==> config.mk <==
export PLATFORM = sky130hd
export DESIGN_NAME = envelope_sequencer
export DESIGN_NICKNAME = d
export VERILOG_FILES = /design/src/rtl/envelope_sequencer.sv
export SDC_FILE = /design/constraint.sdc
export NUM_CORES = 1
export LEC_CHECK = 0
export ABC_AREA = 0
export BUFFER_PORTS_ARGS = -buffer_cell sky130_fd_sc_hd__buf_2
export CAP_MARGIN = 40
export CORE_MARGIN = 2
export CORE_UTILIZATION = 53
export DETAILED_ROUTE_END_ITERATION = 8
export PLACE_DENSITY = 0.78
export SETUP_SLACK_MARGIN = 0.05
export SLEW_MARGIN = 10
export SYNTH_ARGS = -nofsm -noshare
export SYNTH_HDL_FRONTEND = slang
export SYNTH_SLANG_ARGS = --single-unit
==> constraint.sdc <==
create_clock -name i_clk -period 2 [get_ports i_clk]
set_input_delay 0.1 -clock i_clk [delete_from_list [all_inputs] [get_ports i_clk]]
set_output_delay 0.1 -clock i_clk [all_outputs]
set_load 0.005 [all_outputs]
==> src/rtl/envelope_sequencer.sv <==
// Per-strobe envelope step fetcher.
// Reads a step count and then one amplitude nibble from a word-addressed ROM with a fixed read latency.
//
// state    | meaning
// ---------+-----------------------------------------------
// IDLE     | waiting for a frame strobe
// LEN_ADDR | drive length-table address
// LEN_WAIT | hold length address until ROM data is valid
// LEN_READ | capture final-step index L
// ENV_ADDR | drive envelope-table address
// ENV_WAIT | hold envelope address until ROM data is valid
// ENV_READ | capture amplitude nibble
// OUTPUT   | one-cycle o_valid pulse, advance step index
module envelope_sequencer #(
  parameter logic [7:0] BASE_ADDRESS = 8'h00,
  parameter int         ROM_LATENCY  = 1,
  parameter bit         LOOP_ENABLE  = 1'b0
) (
  input  logic        i_clk,
  input  logic        i_rst,
  input  logic        i_load_instrument,
  input  logic [3:0]  i_instrument,
  input  logic        i_note_on,
  input  logic        i_strobe,
  output logic        o_valid,
  output logic [3:0]  o_amplitude,
  output logic        o_done,
  output logic        o_busy,
  output logic [7:0]  o_rom_addr,
  input  logic [15:0] i_rom_data
);

  typedef enum logic [2:0] {
    IDLE, LEN_ADDR, LEN_WAIT, LEN_READ, ENV_ADDR, ENV_WAIT, ENV_READ, OUTPUT
  } state_t;

  localparam bit         HAS_WAIT  = (ROM_LATENCY > 1);
  localparam logic [1:0] WAIT_INIT = HAS_WAIT ? 2'(ROM_LATENCY - 2) : 2'd0;

  state_t     state, next_state;
  logic [3:0] inst_q, work_inst, len_q, index_q, work_idx, amp_q;
  logic [1:0] wait_cnt;
  logic       done_q, note_pend;
  logic [7:0] len_addr, env_addr;
  logic       last_step, note_block;

  assign len_addr   = BASE_ADDRESS + {6'd0, work_inst[3:2]};
  assign env_addr   = BASE_ADDRESS + 8'd4 + {2'b00, work_inst, work_idx[3:2]};
  assign last_step  = (work_idx >= len_q);
  // A note-on seen during the fetch must not be overwritten by this step's index update.
  assign note_block = i_note_on | note_pend;

  always_ff @(posedge i_clk) begin
    if (i_rst) begin
      state     <= IDLE;
      inst_q    <= 4'd0;
      work_inst <= 4'd0;
      len_q     <= 4'd0;
      index_q   <= 4'd0;
      work_idx  <= 4'd0;
      amp_q     <= 4'd0;
      wait_cnt  <= 2'd0;
      done_q    <= 1'b0;
      note_pend <= 1'b0;
    end else begin
      state <= next_state;
      if (i_load_instrument) inst_q <= i_instrument;
      if (state == IDLE && i_strobe) begin
        work_inst <= inst_q;
        work_idx  <= i_note_on ? 4'd0 : index_q;
      end
      if (state == LEN_ADDR || state == ENV_ADDR) wait_cnt <= WAIT_INIT;
      else if (state == LEN_WAIT || state == ENV_WAIT) wait_cnt <= wait_cnt - 2'd1;
      if (state == LEN_READ) len_q <= i_rom_data[{work_inst[1:0], 2'b00} +: 4];
      if (state == ENV_READ) amp_q <= i_rom_data[{work_idx[1:0], 2'b00} +: 4];
      if (state == OUTPUT && !note_block) begin
        if (!last_step)       index_q <= work_idx + 4'd1;
        else if (LOOP_ENABLE) index_q <= 4'd0;
        else begin
          index_q <= work_idx;
          done_q  <= 1'b1;
        end
      end
      if (state == OUTPUT)                      note_pend <= 1'b0;
      else if (i_note_on && state != IDLE)      note_pend <= 1'b1;
      if (i_note_on) begin
        index_q <= 4'd0;
        done_q  <= 1'b0;
      end
    end
  end

  always_comb begin
    next_state = state;
    o_valid    = 1'b0;
    o_rom_addr = 8'd0;
    case (state)
      IDLE:     if (i_strobe) next_state = LEN_ADDR;
      LEN_ADDR: begin
        o_rom_addr = len_addr;
        next_state = HAS_WAIT ? LEN_WAIT : LEN_READ;
      end
      LEN_WAIT: begin
        o_rom_addr = len_addr;
        if (wait_cnt == 2'd0) next_state = LEN_READ;
      end
      LEN_READ: next_state = ENV_ADDR;
      ENV_ADDR: begin
        o_rom_addr = env_addr;
        next_state = HAS_WAIT ? ENV_WAIT : ENV_READ;
      end
      ENV_WAIT: begin
        o_rom_addr = env_addr;
        if (wait_cnt == 2'd0) next_state = ENV_READ;
      end
      ENV_READ: next_state = OUTPUT;
      OUTPUT: begin
        o_valid    = 1'b1;
        next_state = IDLE;
      end
      default:  next_state = IDLE;
    endcase
  end

  assign o_amplitude = amp_q;
  assign o_busy      = (state != IDLE);
  // Done shows with the pulse that emits the final step, then persists in done_q.
  assign o_done      = done_q | (state == OUTPUT && !note_block && last_step && !LOOP_ENABLE);

endmodule

==> metrics.md, run 1 <==
| Metric | Value |
|---|---|
| Height of the chip | `about 62 um` |
| Vias in the first global route | `roughly 1300` |
| Count of flip-flops with a built-in enable after synthesis | `0` |
| Final GP Congestion | `0.7434` |
| Leakage component of the power | `between 0.9 and 1 nW` |
| Mean routed wirelength per cell | `roughly 14 um` |
| Number of antenna violations at the first check in global routing | `0` |
| Utilization of the core after routing | `0.6373` |
| Wire length of the first global-routing pass | `5809 um` |
| Depth of the worst register-to-register path | `8` |
| Number of placed instances with taps included | `around 260` |
| Die Outline Area | `about 3800 um2` |
| Worst-path maximum fanout | `3` |
| Synthesized net count | `~220` |
| Worst rel slew slack | `0.6568` |
| Count of endpoints failing setup in the final report | `0` |
| Synthesized area | `roughly 1800 um2` |
| Number of iterations in the first detailed-routing pass | `5` |
| Reg2reg end | `index_q[0]$_SDFFE_PP0N_` |
| Die Wd | `~62 um` |
| Detailed-route wire length | `between 3000 and 4000 um` |
| Layout cells sized above 1 | `0.3392` |
| Count of nets left with antenna violations after detail routing | `0` |
| Pin count of the biggest net entering global routing | `28` |
| Post-route fraction of the period consumed by the critical path | `0.9641` |
| Outcome | `finished, final reports clean` |
| Worst Setup End Kind | `primary output` |
| Class of the tightest hold or removal check | `in2reg` |
| PD cells | `slightly above 700 nW/um2` |
| Startpoint kind of the worst setup timing path | `flop` |
| Mapped Cells | `about 190` |
| DRC violation total after the first TritonRoute iteration | `between 40 and 50` |
| Post-synthesis average cell area | `around 9.5 um2` |
| Maximum frequency from static timing analysis | `just over 500 MHz` |
| Setup repair after global routing missed its margin | `yes` |
| # H-tree levels | `2` |
| Worst hold path depth | `3` |
| Number of max-slew violations in the final report | `0` |
| Sequential cell area fraction in the yosys report | `0.3495` |
| Required time of the critical path | `between 1.5 and 2 ns` |
| Worst reg2reg path startpoint | `work_idx[0]$_SDFFE_PP0P_` |
| Ports | `40` |
| Total of max-cap violations | `0` |
| Async S/R FF share, synth | `0` |
| Clock latency reported for the late side of the worst-skew pair | `approximately 0.34 ns` |
| Setup CP Type | `reg2out` |
| Tightest Pin Transition | `approximately 0.5 ns` |
| Most instantiated library cell after synthesis | `dfxtp_1` |
| Input/output buffers | `38` |
| FF-to-FF setup slack | `0.30 ns` |
| Hold violation total from the final report | `0` |
| Total chip power | `roughly 1.5 mW` |
| Flip-flop and latch count after synthesis | `31` |
| Flip-flop cell with the highest count after synthesis | `dfxtp_1` |
| Distinct cells, synth | `38` |
| Core Area | `3284 um2` |
| Overall track demand over capacity in global routing | `0.2107` |
| Fill count | `roughly 310` |
| Yosys warns | `0` |
| Cell types with the largest area share after synthesis | `dfxtp_1 (35%), mux4_2 (10%), mux2i_1 (7.3%)` |
| Biggest area consumer among synthesized cells | `dfxtp_1` |
| Arrival time of the worst setup path | `1.83 ns` |
| Vias per Instance | `roughly 5.3` |
| TritonCTS clock tree | `done` |
| Net count reported at finish | `around 260` |
| Largest clock skew in the final design | `around 0.012 ns` |
| Total non-filler cell area in the finished layout | `roughly 2100 um2` |
| Number of sinks on the clock net | `31` |
| CTS Root Cell | `clkbuf_4` |
| Instance area after placement | `about 2000 um2` |
| Via total after detailed routing | `about 1400` |
| Rows | `21` |
| Synth-to-Final Area Change | `17.90%` |
| Effective utilization at floorplan | `0.5406` |
| Yosys top cell area share | `0.3495` |
| Hold_sp | `i_instrument[0]` |
| CTS clock-pin slew for the worst setup and hold paths | `around 0.10 ns` |
| Sink of the worst hold path | `inst_q[0]$_SDFFE_PP0P_` |
| Setup crit start | `work_idx[0]$_SDFFE_PP0P_` |
| Shortest period the worst path allows | `~1.9 ns` |
| Largest buffer count on any clock path | `2` |
| Detail Placement HPWL | `2665 um` |
| Cell Count, Final, Fillers Out | `~270` |
| Congestion Overflow GR | `0` |
| Num CTS Buffers | `5` |
| # DRC | `0` |
| Diodes inserted | `0` |
| Ranking of synthesized cells by instance count | `dfxtp_1 (31), nor2_1 (30), a21oi_1 (17), mux2i_1 (13)` |
| Peak VDD IR | `between 0.0004 and 0.0005 V` |
==> critical path, cell delays in order (launching register included) <==
cell and delay (ns):
dfxtp_2 0.34, inv_2 0.07, ha_4 0.19, nand2b_4 0.14, a2111oi_4 0.38, nor2_2 0.09
a21o_1 0.17, buf_2 0.12
==> cell type report <==
class | instances | area (um2) | area share
clock buffer | 6 | 51.30 | 0.02451
multi-input combinational | 133 | 1055 | 0.5039
timing repair buffer | 47 | 265.3 | 0.1267
inverter | 9 | 33.78 | 0.01614
clock inverter | 1 | 5.005 | 0.002391
tap | 46 | 57.56 | 0.02750
sequential | 31 | 625.6 | 0.2989
==> state kept, by name, summed over array words and instances, names as in the netlist <==
name,cells
state,3
work_idx,4
o_amplitude,4
index_q,4
len_q,4
inst_q,4
note_pend,1
wait_cnt,2
work_inst,4
done_q,1
==> report_power, final <==
group	switching, mW	internal, mW
combinational	0.197	0.183
clock	0.215	0.163
sequential	0.0581	0.661
total	0.470	1.01
==> worst max-delay path by stage <==
| stage | endpoint | slack [ns] | cells after the start |
|---|---|---|---|
| floorplan | done_q$_SDFFE_PP0P_ | 0.11 | 8 |
| global placement | done_q$_SDFFE_PP0P_ | 0.29 | 7 |
| detailed placement | done_q$_SDFFE_PP0P_ | 0.24 | 7 |
| CTS | o_done | 0.06 | 7 |
| global route | o_done | -0.02 | 7 |
| finish | o_done | 0.07 | 7 |
==> metal layers <==
layer | vias up | global-route usage | share of wire
li1 | 727 | - | -
met1 | 670 | 0.2490 | 0.45
met2 | 37 | 0.3534 | 0.48
met3 | 10 | 0.06211 | 0.045
met4 | 0 | 0.09422 | 0.025
met5 | - | 0 | 0
==> metrics by stage <==
stage,TNS [ns],setup slack (ns),hold WS [ns]
3_5_place_dp,0,0.2410,0.3486
3_3_place_gp,0,0.2913,0.3344
2_1_floorplan,0,0.1069,0.2471
6_report,0,0.07170,0.01655
4_1_cts,0,0.06299,0.001270
5_1_grt,-0.02426,-0.02426,0.05779
==> what timing repair did <==
action,in CTS,in global routing
pin swaps,2,2
hold endpoints to repair,3,0
gates cloned,0,0
buffers inserted,1,1
resized for setup,6,4
endpoints found under the setup margin,1,1
hold buffers,3,0
==> cells by family (layout without fill, tap and decap cells) <==
| kind of cell | after synthesis | in the layout | share of synthesized area |
|---|---|---|---|
| AO/OA/AOI/OAI | 34 | 34 | 0.1240 |
| buffers and inverters | 23 | 63 | 0.06835 |
| AND/OR/NAND/NOR | 62 | 62 | 0.1924 |
| other | 1 | 1 | 0.002112 |
| multiplexers | 21 | 21 | 0.1748 |
| flip-flops | 31 | 31 | 0.3495 |
| adder cells (fa/ha/maj) | 7 | 7 | 0.04933 |
| XOR/XNOR | 8 | 8 | 0.03947 |
==> placed cells by master, fill, tap and decap left out, drive strengths merged, types with 3 or more instances in the layout <==
cell type and count:
a21oi 17, and2 4, buf 44, clkbuf 6
dfxtp 31, dlygate4sd3 3, ha 7, inv 9
mux2i 13, mux4 8, nand2 7, nand3 6
nor2 30, nor3 3, nor3b 5, o21ai 9
xnor2 3, xor2 5
Note: power is estimated with default switching activity, not from simulation.
==> run 2, diff against run 1 <==
--- a/config.mk
+++ b/config.mk
@@ -11,7 +11,7 @@
 export CORE_MARGIN = 2
 export CORE_UTILIZATION = 53
 export DETAILED_ROUTE_END_ITERATION = 8
-export PLACE_DENSITY = 0.78
+export PLACE_DENSITY_LB_ADDON = 0.05
 export SETUP_SLACK_MARGIN = 0.05
 export SLEW_MARGIN = 10
 export SYNTH_ARGS = -nofsm -noshare
==> metrics.md, run 2 (synthesis results as in run 1) <==
| Metric | Value |
|---|---|
| Shortest period the worst path allows | `1.934 ns (was 1.928 ns)` |
| Critical Path Slowest Stage Cell | `a2111oi_4 (unchanged)` |
| Wire length of the first global-routing pass | `5685 um (was 5809 um)` |
| Core Area | `3284 um2 (unchanged)` |
| Critical-path cell list | `inv_2 > ha_4 > nand2b_4 > a2111oi_4 > nor2_2 > a21o_1 > buf_2 (unchanged)` |
| Final GP Congestion | `0.8008 (was 0.7434)` |
| Startpoint kind of the worst setup timing path | `flop (unchanged)` |
| Congestion Overflow GR | `0 (unchanged)` |
| Diodes inserted | `0 (unchanged)` |
| Detailed-route wire length | `3611 um (was 3698 um)` |
| Fin worst setup slack | `0.06553 ns (was 0.07170 ns)` |
| Post-Place Worst Slack | `0.2597 ns (was 0.2410 ns)` |
| Peak VDD IR | `0.0004433 V (was 0.0004135 V)` |
| Worst-path maximum fanout | `2 (was 3)` |
| Worst Setup End Kind | `primary output (unchanged)` |
| Cell Count, Final, Fillers Out | `271 (was 273)` |
| Ports | `40 (unchanged)` |
| Required time of the critical path | `1.90 ns (about the same)` |
| # H-tree levels | `2 (unchanged)` |
| Hold violation total from the final report | `0 (unchanged)` |
| Crit path buf inv count | `2 (unchanged)` |
| Leakage component of the power | `0.9064 nW (was 0.9120 nW)` |
| Detail Placement HPWL | `2734 um (was 2665 um)` |
| Largest clock skew in the final design | `0.005023 ns (was 0.01168 ns)` |
| CTS clock-pin slew for the worst setup and hold paths | `0.10 ns (about the same)` |
| Number of placed instances with taps included | `261 (unchanged)` |
| Pin count of the biggest net entering global routing | `28 (unchanged)` |
| Vias in the first global route | `1314 (was 1333)` |
| Most used cells in the layout excluding fill and tap cells | `buf_2 (38), nor2_1 (29), dfxtp_1 (28) (was buf_2 (38), nor2_1 (29), dfxtp_1 (27))` |
| Rows | `21 (unchanged)` |
| Depth of the worst register-to-register path | `8 (unchanged)` |
| Input/output buffers | `38 (unchanged)` |
| FF-to-FF setup slack | `0.26 ns (was 0.30 ns)` |
| CTS Root Cell | `clkbuf_4 (unchanged)` |
| Number of max-slew violations in the final report | `0 (unchanged)` |
| Worst stage delay on the critical path | `0.37 ns (was 0.38 ns)` |
| Total of max-cap violations | `0 (unchanged)` |
| Outcome | `finished, final reports clean (unchanged)` |
| Layout cells sized above 1 | `0.3378 (was 0.3392)` |
| Number of iterations in the first detailed-routing pass | `4 (was 5)` |
| Via total after detailed routing | `1464 (was 1444)` |
| Number of sinks on the clock net | `31 (unchanged)` |
| Most frequent standard cell in the layout excluding fill and tap cells | `buf_2 (unchanged)` |
| Overall track demand over capacity in global routing | `0.2053 (was 0.2107)` |
| Count of endpoints failing setup in the final report | `0 (unchanged)` |
| Arrival time of the worst setup path | `1.83 ns (about the same)` |
| TritonCTS clock tree | `done (unchanged)` |
| Die Wd | `61.88 um (unchanged)` |
| Maximum frequency from static timing analysis | `516.9 MHz (was 518.6 MHz)` |
| Vias per Instance | `5.402 (was 5.289)` |
| Count of nets left with antenna violations after detail routing | `0 (unchanged)` |
| Synth-to-Final Area Change | `16.42% (was 17.90%)` |
| Die Outline Area | `3829 um2 (unchanged)` |
| DRC violation total after the first TritonRoute iteration | `51 (was 49)` |
| Height of the chip | `61.88 um (unchanged)` |
| Number of antenna violations at the first check in global routing | `0 (unchanged)` |
| Class of the tightest hold or removal check | `in2reg (unchanged)` |
| PD cells | `705.9 nW/um2 (was 705.2 nW/um2)` |
| Worst reg2reg path startpoint | `work_idx[0]$_SDFFE_PP0P_ (unchanged)` |
| Net count reported at finish | `257 (was 259)` |
| Worst rel slew slack | `0.6649 (was 0.6568)` |
| Clock latency reported for the late side of the worst-skew pair | `0.32 ns (was 0.34 ns)` |
| Reg2reg end | `index_q[2]$_SDFFE_PP0N_ (was index_q[0]$_SDFFE_PP0N_)` |
| Effective utilization at floorplan | `0.5406 (unchanged)` |
| Mean routed wirelength per cell | `13.32 um (was 13.55 um)` |
| Setup repair after global routing missed its margin | `yes (unchanged)` |
| Setup crit start | `work_idx[0]$_SDFFE_PP0P_ (unchanged)` |
| Endpoint of the most critical setup path | `o_done (unchanged)` |
| Num CTS Buffers | `5 (unchanged)` |
| Post-route fraction of the period consumed by the critical path | `0.9672 (was 0.9641)` |
| Tightest Pin Transition | `0.5026 ns (was 0.5148 ns)` |
| Worst path top cell family by delay | `compound AO/OA/AOI/OAI gates (unchanged)` |
| Critical path depth | `7 (unchanged)` |
| # DRC | `0 (unchanged)` |
| Largest buffer count on any clock path | `2 (unchanged)` |
| Setup CP Type | `reg2out (unchanged)` |
==> run 2: changes by cell type in the layout (fill, tap and decap cells not counted), sizes merged <==
| cell | before | now |
|---|---|---|
| buf | 44 | 45 |
| dlygate4sd3 | 3 | 0 |
==> run 2: how the worst min path moves through the flow <==
stage | from | to | slack (ns) | depth (start not counted)
after global routing | i_instrument[2] | inst_q[2]$_SDFFE_PP0P_ | 0.02 | 3
after CTS | i_instrument[2] | inst_q[2]$_SDFFE_PP0P_ | 0.002 | 3
final | i_instrument[2] | inst_q[2]$_SDFFE_PP0P_ | 0.01 | 3
after global placement | i_instrument[2] | inst_q[2]$_SDFFE_PP0P_ | 0.33 | 3
after detailed placement | i_instrument[2] | inst_q[2]$_SDFFE_PP0P_ | 0.35 | 3
after floorplan | i_instrument[0] | inst_q[0]$_SDFFE_PP0P_ | 0.25 | 2
==> run 2: final cells by class <==
class	count	area (um2)
tap	46	57.56
clock buffer	6	51.30
multi-input combinational	133	1052
clock inverter	1	5.005
inverter	9	33.78
fill	299	1217
timing repair buffer	45	242.7
sequential	31	624.3
==> run 2: what timing repair did <==
action / 4_1_cts / 5_1_grt
hold buffers: 0 / 0
setup buffers: 2 / 1
setup endpoints to repair: 1 / 1
gates resized for setup: 4 / 4
pin swaps: 2 / 3
==> run 2: power by group <==
part           internal (mW)  total [mW]  leakage, nW  switching [mW]
clock network          0.163       0.369       0.0341           0.207
logic                  0.174       0.364        0.619           0.190
registers              0.660       0.725        0.253          0.0651
==> run 2: metrics by stage <==
stage          utilization  hold slack, ns   TNS, ns  total power, mW  cell area, um2
6_report            0.6293         0.01035         0            1.459            2067
5_1_grt             0.6293         0.02128  -0.05043            1.563            2067
4_1_cts             0.6225        0.002332         0            1.469            2044
3_5_place_dp        0.5985          0.3450         0            1.089            1966
3_3_place_gp        0.5985          0.3336         0            1.071            1966
2_1_floorplan            -          0.2471         0            1.020            1775
==> run 2: worst min-delay path, cell delays in order <==
cell and delay, ns:
buf_2 0.08, mux2i_1 0.05, nor2_1 0.07
==> run 2: per-layer routing <==
metal | up-vias | share of wire | track usage
met5 | - | 0 | 0
met4 | 0 | 0.010 | 0.06079
met3 | 4 | 0.039 | 0.05590
met2 | 29 | 0.51 | 0.3429
met1 | 699 | 0.45 | 0.2604
li1 | 732 | - | -
==> run 3, diff against run 2 <==
--- a/config.mk
+++ b/config.mk
@@ -11,7 +11,7 @@
 export CORE_MARGIN = 2
 export CORE_UTILIZATION = 53
 export DETAILED_ROUTE_END_ITERATION = 8
-export PLACE_DENSITY_LB_ADDON = 0.05
+export PLACE_DENSITY = 0.8
 export SETUP_SLACK_MARGIN = 0.05
 export SLEW_MARGIN = 10
 export SYNTH_ARGS = -nofsm -noshare
==> metrics.md, run 3 (synthesis results as in run 1) <==
| Metric | Value |
|---|---|
| Largest clock skew in the final design | `0.01150 ns (was 0.005023 ns)` |
| Multi-input gate area | `1055 um2 (was 1052 um2)` |
| Total chip power | `1.532 mW (was 1.459 mW)` |
| Number of iterations in the first detailed-routing pass | `4 (unchanged)` |
| Total of max-cap violations | `0 (unchanged)` |
| Worst-path maximum fanout | `2 (unchanged)` |
| Utilization of the core after routing | `0.6461 (was 0.6293)` |
| Cell Count, Final, Fillers Out | `276 (was 271)` |
| Input/output buffers | `38 (unchanged)` |
| Effective utilization at floorplan | `0.5406 (unchanged)` |
| Die Outline Area | `3829 um2 (unchanged)` |
| Startpoint kind of the worst setup timing path | `flop (unchanged)` |
| Overall track demand over capacity in global routing | `0.2117 (was 0.2053)` |
| Clock latency reported for the late side of the worst-skew pair | `0.35 ns (was 0.32 ns)` |
| DRC violation total after the first TritonRoute iteration | `64 (was 51)` |
| Detail Placement HPWL | `2626 um (was 2734 um)` |
| Most frequent standard cell in the layout excluding fill and tap cells | `buf_2 (unchanged)` |
| Final GP Congestion | `0.7485 (was 0.8008)` |
| Sequential Area | `624.3 um2 (unchanged)` |
| Arrival time of the worst setup path | `1.84 ns (was 1.83 ns)` |
| Setup CP Type | `reg2out (unchanged)` |
| Synth-to-Final Area Change | `19.52% (was 16.42%)` |
| Worst Setup End Kind | `primary output (unchanged)` |
| Die Wd | `61.88 um (unchanged)` |
| Height of the chip | `61.88 um (unchanged)` |
| Total negative slack for setup checks | `0 ns (unchanged)` |
| Fill count | `274 (was 299)` |
| Vias in the first global route | `1356 (was 1314)` |
| Fin worst setup slack | `0.06215 ns (was 0.06553 ns)` |
| Via total after detailed routing | `1471 (was 1464)` |
| Number of sinks on the clock net | `31 (unchanged)` |
| Ports | `40 (unchanged)` |
| Worst rel slew slack | `0.6609 (was 0.6649)` |
| Count of endpoints failing setup in the final report | `0 (unchanged)` |
| Vias per Instance | `5.330 (was 5.402)` |
| Tightest Pin Transition | `0.5086 ns (was 0.5026 ns)` |
| Rows | `21 (unchanged)` |
| Outcome | `finished, final reports clean (unchanged)` |
| Post-Place Worst Slack | `0.2502 ns (was 0.2597 ns)` |
| Required time of the critical path | `1.90 ns (about the same)` |
| Num CTS Buffers | `5 (unchanged)` |
| # H-tree levels | `2 (unchanged)` |
| Congestion Overflow GR | `0 (unchanged)` |
| Pin count of the biggest net entering global routing | `28 (unchanged)` |
| Leakage component of the power | `0.9274 nW (was 0.9064 nW)` |
| Number of placed instances with taps included | `261 (unchanged)` |
| Hold violation total from the final report | `0 (unchanged)` |
| Largest buffer count on any clock path | `2 (unchanged)` |
| Layout cells sized above 1 | `0.3348 (was 0.3378)` |
| Maximum frequency from static timing analysis | `516.0 MHz (was 516.9 MHz)` |
| Final hold slack | `0.08492 ns (was 0.01035 ns)` |
| CTS Root Cell | `clkbuf_4 (unchanged)` |
| TritonCTS clock tree | `done (unchanged)` |
| Instance area after placement | `1966 um2 (unchanged)` |
| Most used cells in the layout excluding fill and tap cells | `buf_2 (38), nor2_1 (29), dfxtp_1 (28) (unchanged)` |
| Setup repair after global routing missed its margin | `yes (unchanged)` |
| Diodes inserted | `0 (unchanged)` |
| Net count reported at finish | `261 (was 257)` |
| Count of nets left with antenna violations after detail routing | `0 (unchanged)` |
| Peak VDD IR | `0.0004430 V (was 0.0004433 V)` |
| Shortest period the worst path allows | `1.938 ns (was 1.934 ns)` |
| Mean routed wirelength per cell | `13.27 um (was 13.32 um)` |
| Wire length of the first global-routing pass | `5871 um (was 5685 um)` |
| Core Area | `3284 um2 (unchanged)` |
| PD cells | `721.8 nW/um2 (was 705.9 nW/um2)` |
| CTS clock-pin slew for the worst setup and hold paths | `0.10 ns (about the same)` |
| # DRC | `0 (unchanged)` |
| Number of max-slew violations in the final report | `0 (unchanged)` |
| Total non-filler cell area in the finished layout | `2122 um2 (was 2067 um2)` |
| Class of the tightest hold or removal check | `in2reg (unchanged)` |
| Number of antenna violations at the first check in global routing | `0 (unchanged)` |
| Post-route fraction of the period consumed by the critical path | `0.9689 (was 0.9672)` |
| Detailed-route wire length | `3663 um (was 3611 um)` |
run 3: cell count changes in the layout (fill, tap and decap cells not counted):
cell           before  now
clkbuf_8            1    2
dlygate4sd3_1       0    4
clkinv_2            1    0
clkbuf_1            0    1
ha_1                6    5
ha_2                0    1
run 3: worst paths after layout:
check	from	endpoint	slack [ns]	depth (start not counted)
hold / removal	i_strobe	work_inst[1]$_SDFFE_PP0P_	0.08	3
hold reg to reg	inst_q[1]$_SDFFE_PP0P_	work_inst[1]$_SDFFE_PP0P_	0.47	2
setup / recovery	work_idx[0]$_SDFFE_PP0P_	o_done	0.06	7
setup reg to reg	work_idx[0]$_SDFFE_PP0P_	index_q[3]$_SDFFE_PP0N_	0.15	9
run 3: worst max-delay path, cell delays in order, from the launching register on:
cell and delay, ns:
dfxtp_2 0.34, inv_2 0.05, ha_4 0.22, nand2b_4 0.14, a2111oi_4 0.37, nor2_2 0.09
a21o_1 0.17, buf_2 0.12
run 3: final cells by class:
cell class | count | area share
Inverter | 9 | 0.01592
Clock buffer | 8 | 0.03243
Timing Repair Buffer | 49 | 0.1333
Tap cell | 46 | 0.02712
Sequential cell | 31 | 0.2942
Multi-Input combinational cell | 133 | 0.4971
run 3: metal layers:
layer	global-route usage	vias to the layer above	wire length, um
li1	-	733	-
met1	0.2570	681	1674
met2	0.3534	52	1687
met3	0.06211	5	243
met4	0.08207	0	58
met5	0	-	0
run 3: what timing repair did:
item                                   CTS  global route
endpoints found under the hold margin    4             0
pin swaps                                2             3
setup endpoints to repair                1             1
cloned                                   0             0
hold buffers                             4             0
setup buffers                            2             1
resized for setup                        3             6
run 3: where the power goes:
group	internal, mW	switching (mW)
logic	0.180	0.190
registers	0.661	0.0658
clock network	0.207	0.227
total	1.05	0.483
